**src/rtl/stream_demux_1xn.sv**
```systemverilog
// -----------------------------------------------------------------------------
// stream_demux_1xn
//   Registered 1-to-NUM_CH stream demultiplexer. Each accepted input beat is
//   written into the one-entry output register of the channel chosen by in_sel,
//   or into every channel at once when in_bcast is set. Beats whose select is
//   outside 0..NUM_CH-1 are consumed, discarded and counted in drop_cnt.
//
// Ports
//   clk        rising-edge clock
//   rst_n      asynchronous active-low reset
//   in_valid   input beat valid
//   in_ready   input beat may be accepted this cycle
//   in_data    input payload (DATA_W)
//   in_sel     destination channel index (SEL_W)
//   in_bcast   1 = write the beat to every channel, in_sel ignored
//   out_valid  per-channel valid, bit i = channel i (NUM_CH)
//   out_ready  per-channel ready (NUM_CH)
//   out_data   channel i payload at [i*DATA_W +: DATA_W]
//   drop_cnt   saturating count of dropped out-of-range beats (CNT_W)
//
// Handshake: a transfer happens on a rising edge where valid and ready are both
// 1. A producer holding valid=1 keeps its payload stable until that edge.
// in_ready depends only on out_ready, registered state, in_sel and in_bcast,
// never on in_valid, so there is no combinational in_valid -> out_valid path.
//
// SEL_W must be >= $clog2(NUM_CH).
// -----------------------------------------------------------------------------
module stream_demux_1xn #(
  parameter int DATA_W = 8,
  parameter int NUM_CH = 16,
  parameter int SEL_W  = 4,
  parameter int CNT_W  = 16
) (
  input  logic                       clk,
  input  logic                       rst_n,
  input  logic                       in_valid,
  output logic                       in_ready,
  input  logic [DATA_W-1:0]          in_data,
  input  logic [SEL_W-1:0]           in_sel,
  input  logic                       in_bcast,
  output logic [NUM_CH-1:0]          out_valid,
  input  logic [NUM_CH-1:0]          out_ready,
  output logic [NUM_CH*DATA_W-1:0]   out_data,
  output logic [CNT_W-1:0]           drop_cnt
);

  // One extra bit so NUM_CH == 2**SEL_W is still representable.
  localparam logic [SEL_W:0] NUM_CH_V = (SEL_W + 1)'(NUM_CH);

  logic [NUM_CH-1:0] valid_q;
  logic [DATA_W-1:0] data_q [NUM_CH];
  logic [NUM_CH-1:0] free;
  logic [NUM_CH-1:0] load;
  logic              sel_ok;
  logic              sel_free;
  logic              accept;
  logic              drop;

  always_comb begin
    // A channel can take a beat if it is empty or is being drained this edge.
    free     = ~valid_q | out_ready;
    sel_ok   = ({1'b0, in_sel} < NUM_CH_V);
    sel_free = 1'b0;
    for (int i = 0; i < NUM_CH; i++) begin
      if (in_sel == SEL_W'(i)) sel_free = free[i];
    end

    // Broadcast waits for every channel so it is all-or-nothing.
    // Out-of-range selects are always ready: the beat is consumed and dropped.
    if (in_bcast)    in_ready = &free;
    else if (sel_ok) in_ready = sel_free;
    else             in_ready = 1'b1;

    accept = in_valid & in_ready;
    drop   = accept & ~in_bcast & ~sel_ok;

    load = '0;
    for (int i = 0; i < NUM_CH; i++) begin
      load[i] = accept & (in_bcast | (sel_ok & (in_sel == SEL_W'(i))));
    end
  end

  // Load has priority over drain, so drain+load on one edge replaces the beat
  // and keeps valid high: one beat per cycle per channel.
  always_ff @(posedge clk or negedge rst_n) begin
    if (!rst_n) begin
      valid_q <= '0;
    end else begin
      for (int i = 0; i < NUM_CH; i++) begin
        if (load[i])           valid_q[i] <= 1'b1;
        else if (out_ready[i]) valid_q[i] <= 1'b0;
      end
    end
  end

  // Payload is only written on load; it keeps its last value after a drain.
  always_ff @(posedge clk or negedge rst_n) begin
    if (!rst_n) begin
      for (int i = 0; i < NUM_CH; i++) data_q[i] <= '0;
    end else begin
      for (int i = 0; i < NUM_CH; i++) begin
        if (load[i]) data_q[i] <= in_data;
      end
    end
  end

  always_ff @(posedge clk or negedge rst_n) begin
    if (!rst_n) begin
      drop_cnt <= '0;
    end else if (drop && (drop_cnt != {CNT_W{1'b1}})) begin
      drop_cnt <= drop_cnt + CNT_W'(1);
    end
  end

  assign out_valid = valid_q;

  for (genvar g = 0; g < NUM_CH; g++) begin : g_pack
    assign out_data[g*DATA_W +: DATA_W] = data_q[g];
  end

endmodule

```
**config.mk**
```make
export PLATFORM = sky130hd
export DESIGN_NAME = stream_demux_1xn
export DESIGN_NICKNAME = d
export VERILOG_FILES = /design/src/rtl/stream_demux_1xn.sv
export SDC_FILE = /design/constraint.sdc
export NUM_CORES = 1
export LEC_CHECK = 0
export ABC_CLOCK_PERIOD_IN_PS = 2650
export BUFFER_PORTS_ARGS = -buffer_cell sky130_fd_sc_hd__buf_4
export CAP_MARGIN = 20
export CORE_MARGIN = 1.5
export CORE_UTILIZATION = 46
export CTS_CLUSTER_DIAMETER = 100
export CTS_CLUSTER_SIZE = 30
export DETAILED_ROUTE_END_ITERATION = 7
export GPL_ROUTABILITY_DRIVEN = 0
export PLACE_DENSITY = 0.75
export SYNTH_ARGS = -nofsm -noshare
export SYNTH_HDL_FRONTEND = slang
export SYNTH_SLANG_ARGS = --single-unit
```
**constraint.sdc**
```tcl
create_clock -name clk -period 2.65 [get_ports clk]
set_clock_uncertainty 0.15 [all_clocks]
set_input_delay 0.53 -clock clk [delete_from_list [all_inputs] [get_ports clk]]
set_output_delay 0.53 -clock clk [all_outputs]
set_load 0.05 [all_outputs]
```
==> results of run 1 <==
## cells in the mapped netlist, drive strengths merged, types with 2 or more instances
master   instances  share of area
a2111o           4         0.0072
a2111oi         11          0.048
a21o             2         0.0024
a21oi           15          0.012
a31oi            4         0.0040
a32o             2         0.0032
buf             33          0.036
clkbuf          11         0.0066
dfrtp          144           0.58
inv             92          0.055
mux2             9          0.016
mux2i            2         0.0032
nand2            8         0.0048
nand2b          15          0.015
nand4            3         0.0030
nor2             4         0.0028
nor2b            7         0.0070
nor3             2         0.0016
nor3b            2         0.0042
o2111ai          9          0.013
o211ai           4         0.0048
o21ai           15          0.012
o22ai           88          0.088
o2bb2ai         32          0.045
or2              2         0.0020
or3b             2         0.0028
## registers in the layout, indices dropped and copies added, names as in the netlist
register,cells
out_data,128
out_valid,16
## area by class of cell
class,instances,area share
Tap cell,176,0.0233
Inverter,93,0.0370
Clock inverter,15,0.0157
Multi-Input combinational cell,274,0.254
Sequential cell,144,0.382
Timing Repair Buffer,277,0.244
Clock buffer,17,0.0449
## cells by family (layout without fill, tap and decap cells)
| kind of cell | count (synthesis) | in the layout | synth area share |
|---|---|---|---|
| AO/OA/AOI/OAI | 195 | 195 | 0.254 |
| buffers and inverters | 137 | 402 | 0.0983 |
| other | 1 | 16 | 0.000599 |
| multiplexers | 11 | 11 | 0.0194 |
| flip-flops | 144 | 144 | 0.576 |
| AND/OR/NAND/NOR | 52 | 52 | 0.0516 |
## metrics by stage
step                hold slack, ps  cell area (um2)   util
floorplan                     84.4             6640      -
global placement               326             8720  0.658
detailed placement             338             8720  0.658
CTS                            203             9390  0.709
global route                   215             9460  0.715
finish                         215             9460  0.715
## layer usage
layer	vias up	share of wire	track usage
met5	-	0	0
met4	0	0.036	0.147
met3	60	0.080	0.0803
met2	318	0.50	0.476
met1	2880	0.38	0.373
li1	2462	-	-
## critical path, stage by stage (launching register included)
cell	delay, ps
dfrtp_1	380
nor2b_1	170
o21ai_0	250
o2111ai_2	190
a221o_4	410
a21oi_4	150
buf_8	160
## repair_timing
action | CTS | global route
buffers inserted | 6 | 0
setup endpoints to repair | 131 | 132
gates resized for setup | 11 | 17
hold buffers | 1 | 0
hold endpoints to repair | 55 | 0
gates cloned | 0 | 1
pin swaps | 6 | 7
## power by group through the flow
stage | combinational [mW] | clock [mW] | sequential [mW]
4_1_cts | 5.63 | 2.35 | 3.44
6_report | 5.66 | 2.32 | 3.45
3_5_place_dp | 5.55 | 0 | 3.46
5_1_grt | 5.86 | 2.45 | 3.52
3_3_place_gp | 5.45 | 0 | 3.44
2_1_floorplan | 1.17 | 0 | 5.93
## how the worst max path moves through the flow
stage / from / end
CTS: out_valid[4] / out_data[10]
floorplan: in_sel[0] / in_ready
global route: out_valid[12] / in_ready
detailed placement: in_sel[1] / out_data[26]
global placement: in_sel[1] / out_data[8]
finish: out_valid[14] / in_ready
==> flow_metrics.py, run 1 <==
metrics = {
    "placed_design": {
        "place_inst": 956,
        "port_buffers": 176,
        "place_hpwl_um": 14300,
        "pre_cts_slack_ps": -589,
    },
    "die": {
        "rows": 42,
        "initial_utilization": 0.473,
        "num_io_pins": 193,
        "dieArea_um2": 14300,
        "core_area_um2": 13200,
        "dieWidth_um": 120,
        "chipHeight_um": 120,
    },
    "detailed_routing": {
        "drt-total-wl_um": 21300,
        "vias": 5720,
        "drtIter0Drc": 433,
        "vias_per_cell": 5.74,
        "drcViolationCount": 0,
        "avgRoutedWirePerCell_um": 21.3,
        "drtAntennaViolNets": 0,
        "first_pass_iters": 5,
    },
    "global_route": {
        "grt_pass1_wl_um": 32600,
        "track_usage": 0.297,
        "grt_pass1_vias": 5988,
        "grt_max_degree": 58,
        "antenna_found_initial": 0,
        "grt-ovfl-total": 0,
    },
    "pwr": {
        "power_frac_seq": 0.302,
        "peakVddDrop_mv": 0.858,
        "p_int_mw": 6.02,
        "p_leak_nw": 4.51,
        "netSwitchingPower_mw": 5.42,
        "p_comb_frac": 0.495,
        "power_switching_share": 0.474,
        "power.density_nw_per_um2": 1210,
        "clkPwrFrac": 0.203,
        "p_total_mw": 11.4,
    },
    "synth": {
        "yosys.cell_types.count": 51,
        "synth-seq-area-share": 0.576,
        "yosys_warnings": 0,
        "synthArstFlopShare": 1.00,
        "netlist_area_um2": 6260,
        "synth-edff-count": 0,
        "synth.avg_cell_area_um2": 11.6,
        "postSynthRegisterBits": 144,
        "synth_ff_type": "dfrtp_1",
        "synth_cells": 540,
    },
    "status": {
        "status": "complete, but fails checks",
        "violations": "setup timing",
    },
    "final_layout": {
        "final_nets": 839,
        "num_antenna_cells": 0,
        "multi_input_area_um2": 2400,
        "fill_cells": 894,
        "stdcell_count": 996,
        "seq_area_um2": 3610,
        "most-common-layout-cells": "buf_4, dfrtp_1, inv_1",
        "layout_commonest_cell": "buf_4",
        "drive_above_1_share": 0.476,
        "syn2layout_area_growth_pct": 51.2,
    },
    "cts": {
        "cts_max_path_buffers": 2,
        "cts-htree-levels": 4,
        "clkLatencyLatePin_ps": 420,
        "cts_tree": "built",
        "cts_made_buffers": 17,
        "cts-root-buf": "clkbuf_16",
        "cts_sinks": 144,
        "cts.clk_slew.worst_paths_ps": 60,
    },
    "sta": {
        "max_freq_mhz": 355,
        "fin_crit_sh": 1.06,
        "fin_setup_tns_ps": -641,
        "worst_slew_pin_slew_ps": 701,
        "layout_setup_ws_ps": -170,
        "slew_headroom": 0.533,
        "finalHoldViolations": 0,
        "drv_slew": 0,
        "fin_crit_ps": 2820,
        "rsz0062_at_grt": "yes",
        "setup_violations": 23,
    },
    "critical_path": {
        "reg2reg_slack_ps": -40,
        "rr_worst_depth": 9,
        "path_max_fanout": 3,
        "worst_ep_arrival_time_ps": 2140,
        "critical_path.endpoint_type": "output port",
        "cp.required_ps": 1970,
        "worst_r2r_startpoint": "out_valid[14]",
        "crit_type": "reg -> out",
        "startpoint_type": "flip-flop",
        "r2r_end": "out_data[67]",
    },
    "hold_path": {
        "min_to": "out_data[120]",
        "min_path_cells": 2,
        "hold_class": "in -> reg",
        "hold_start": "in_data[0]",
    },
    "run": {
        "maxCapViolations": 0,
    },
}
(Power assumes the default switching activity.)
==> run 2, diff against run 1 <==
--- a/config.mk
+++ b/config.mk
@@ -8,6 +8,7 @@
 export ABC_CLOCK_PERIOD_IN_PS = 2650
 export BUFFER_PORTS_ARGS = -buffer_cell sky130_fd_sc_hd__buf_4
 export CAP_MARGIN = 20
+export CORE_ASPECT_RATIO = 1.25
 export CORE_MARGIN = 1.5
 export CORE_UTILIZATION = 46
 export CTS_CLUSTER_DIAMETER = 100
@@ -15,6 +16,8 @@
 export DETAILED_ROUTE_END_ITERATION = 7
 export GPL_ROUTABILITY_DRIVEN = 0
 export PLACE_DENSITY = 0.75
+export SKIP_LAST_GASP = 1
+export SLEW_MARGIN = 20
 export SYNTH_ARGS = -nofsm -noshare
 export SYNTH_HDL_FRONTEND = slang
 export SYNTH_SLANG_ARGS = --single-unit
==> run 2 against run 1 <==
Effect of this change:
- sequential power barely moved
- the run still ends with setup timing left
- die area barely moved
- worst hold slack improved by 23 ps
- non-clock buffer count rose by 5
- final cell count unchanged
- fmax decreased by 1.4%
- design area is 5.1% higher
- first-iteration DRC count rose by 16%
- combinational power rose by 4.2%
==> flow_metrics.py, run 2 (synthesis gave the netlist of run 1 again) <==
metrics = {
    "sta": {
        "drv_slew": 0,
        "finalHoldViolations": 0,
        "rsz0062_at_grt": "yes",
        "layout_setup_ws_ps": -211,
        "setup_violations": 62,
        "fin_setup_tns_ps": -2550,
        "whs_ps": 238,
        "max_freq_mhz": 350,
        "fin_crit_ps": 2860,
        "fin_crit_sh": 1.08,
    },
    "die": {
        "dieWidth_um": 107,
        "initial_utilization": 0.471,
        "dieArea_um2": 14300,
        "num_io_pins": 193,
        "rows": 47,
        "core_area_um2": 13300,
        "chipHeight_um": 133,
    },
    "final_layout": {
        "fill_cells": 795,
        "most-common-layout-cells": "buf_4, dfrtp_1, inv_1",
        "drive_above_1_share": 0.507,
        "layout_commonest_cell": "buf_4",
        "post-route-util": 0.748,
        "num_antenna_cells": 0,
        "final_nets": 846,
        "largest_register_ffs": 128,
        "syn2layout_area_growth_pct": 58.8,
    },
    "pwr": {
        "power_frac_seq": 0.290,
        "power_switching_share": 0.457,
        "netSwitchingPower_mw": 5.44,
        "peakVddDrop_mv": 0.762,
        "p_comb_frac": 0.495,
        "power.density_nw_per_um2": 1200,
        "p_leak_nw": 4.71,
        "p_int_mw": 6.47,
        "clkPwrFrac": 0.214,
    },
    "cts": {
        "cts_made_buffers": 17,
        "cts.clk_slew.worst_paths_ps": 60,
        "cts_sinks": 144,
        "cts_tree": "built",
        "clkLatencyLatePin_ps": 420,
        "cts_max_path_buffers": 2,
        "cts-root-buf": "clkbuf_16",
        "cts-htree-levels": 4,
    },
    "detailed_routing": {
        "wl_met3_um": 1680,
        "avgRoutedWirePerCell_um": 22.9,
        "top_layer": "met4",
        "first_pass_iters": 5,
        "vias": 5983,
        "drtAntennaViolNets": 0,
        "vias_per_cell": 6.01,
        "met2_wirelength_um": 11400,
        "drt-total-wl_um": 22800,
        "drcViolationCount": 0,
        "drtIter0Drc": 501,
        "wl_met1_um": 8520,
    },
    "placed_design": {
        "port_buffers": 176,
        "place_hpwl_um": 13900,
    },
    "global_route": {
        "grt_pass1_vias": 5677,
        "antenna_found_initial": 0,
        "grt_pass1_wl_um": 30900,
        "grt_max_degree": 84,
        "grt-ovfl-total": 0,
        "track_usage": 0.283,
    },
    "critical_path": {
        "critical_path.endpoint_type": "output port",
        "crit_type": "reg -> out",
        "path_max_fanout": 3,
        "cp.required_ps": 1970,
        "max_stage_delay_ps": 480,
        "cpMaxStageDelayCell": "or3b_2",
        "crit_chain": "or3b_2 -> a32o_1 -> a21oi_2 -> a221o_4 -> a21oi_4 -> buf_8",
        "startpoint_type": "flip-flop",
        "worst_ep_arrival_time_ps": 2180,
    },
    "hold_path": {
        "hold_class": "in -> reg",
    },
    "status": {
        "status": "complete, but fails checks",
        "violations": "setup timing",
    },
    "run": {
        "maxCapViolations": 0,
    },
}
## run 2: worst paths after layout
path                          startpoint       endpoint  slack (ps)  cells after the start
max                         out_valid[0]       in_ready        -210                      6
min                           in_data[2]  out_data[122]         240                      2
max reg2reg                out_valid[12]   out_data[74]        -120                     10
min reg2reg                out_data[104]  out_data[104]         350                      1
max in group asynchronous          rst_n  out_data[104]        1390                      3
min in group asynchronous          rst_n   out_data[45]         310                      2
## run 2: final cells by class
class	instances	area, um2	share of cell area
sequential	144	3610	0.363
multi-input combinational	276	2630	0.265
timing repair buffer	282	2510	0.253
clock buffer	20	467	0.0469
inverter	93	350	0.0352
tap	171	214	0.0215
clock inverter	10	159	0.0160
## run 2: power by group through the flow
stage               clock network, mW  registers, mW  logic (mW)
floorplan                           0           5.93        1.17
global placement                    0           3.43        5.45
detailed placement                  0           3.44        5.55
CTS                              2.55           3.44        5.61
global route                     2.65           3.52        6.09
finish                           2.55           3.46        5.90
## run 2: what timing repair did
| action | CTS | global route |
|---|---|---|
| pin swaps | 3 | 15 |
| endpoints found under the setup margin | 3 | 133 |
| resized for setup | 6 | 62 |
| hold buffers | 1 | 0 |
| buffers inserted | 3 | 9 |
| cloned | 0 | 9 |
| hold endpoints to repair | 61 | 0 |
## run 2: worst max-delay path: cells and delay by family, from the launching register on
kind / cells / cell delay (ps)
DFF: 1 / 400
and+or+nand+nor: 1 / 480
AOI/OAI and AO/OA: 4 / 720
buffers and inverters: 1 / 150
## run 2: layer usage
layer  global-route usage  vias up
met5                    0        -
met4                0.148        0
met3               0.0450       98
met2                0.472      389
met1                0.353     3002
li1                     -     2494
## run 2: stage by stage
stage	setup WS [ps]	std cells	power [mW]	instance area (um2)
3_5_place_dp	-362	944	8.99	8680
3_3_place_gp	-216	944	8.89	8680
6_report	-211	996	11.9	9940
2_1_floorplan	-187	555	7.10	6640
4_1_cts	-127	978	11.6	9370
5_1_grt	-242	996	12.3	9940
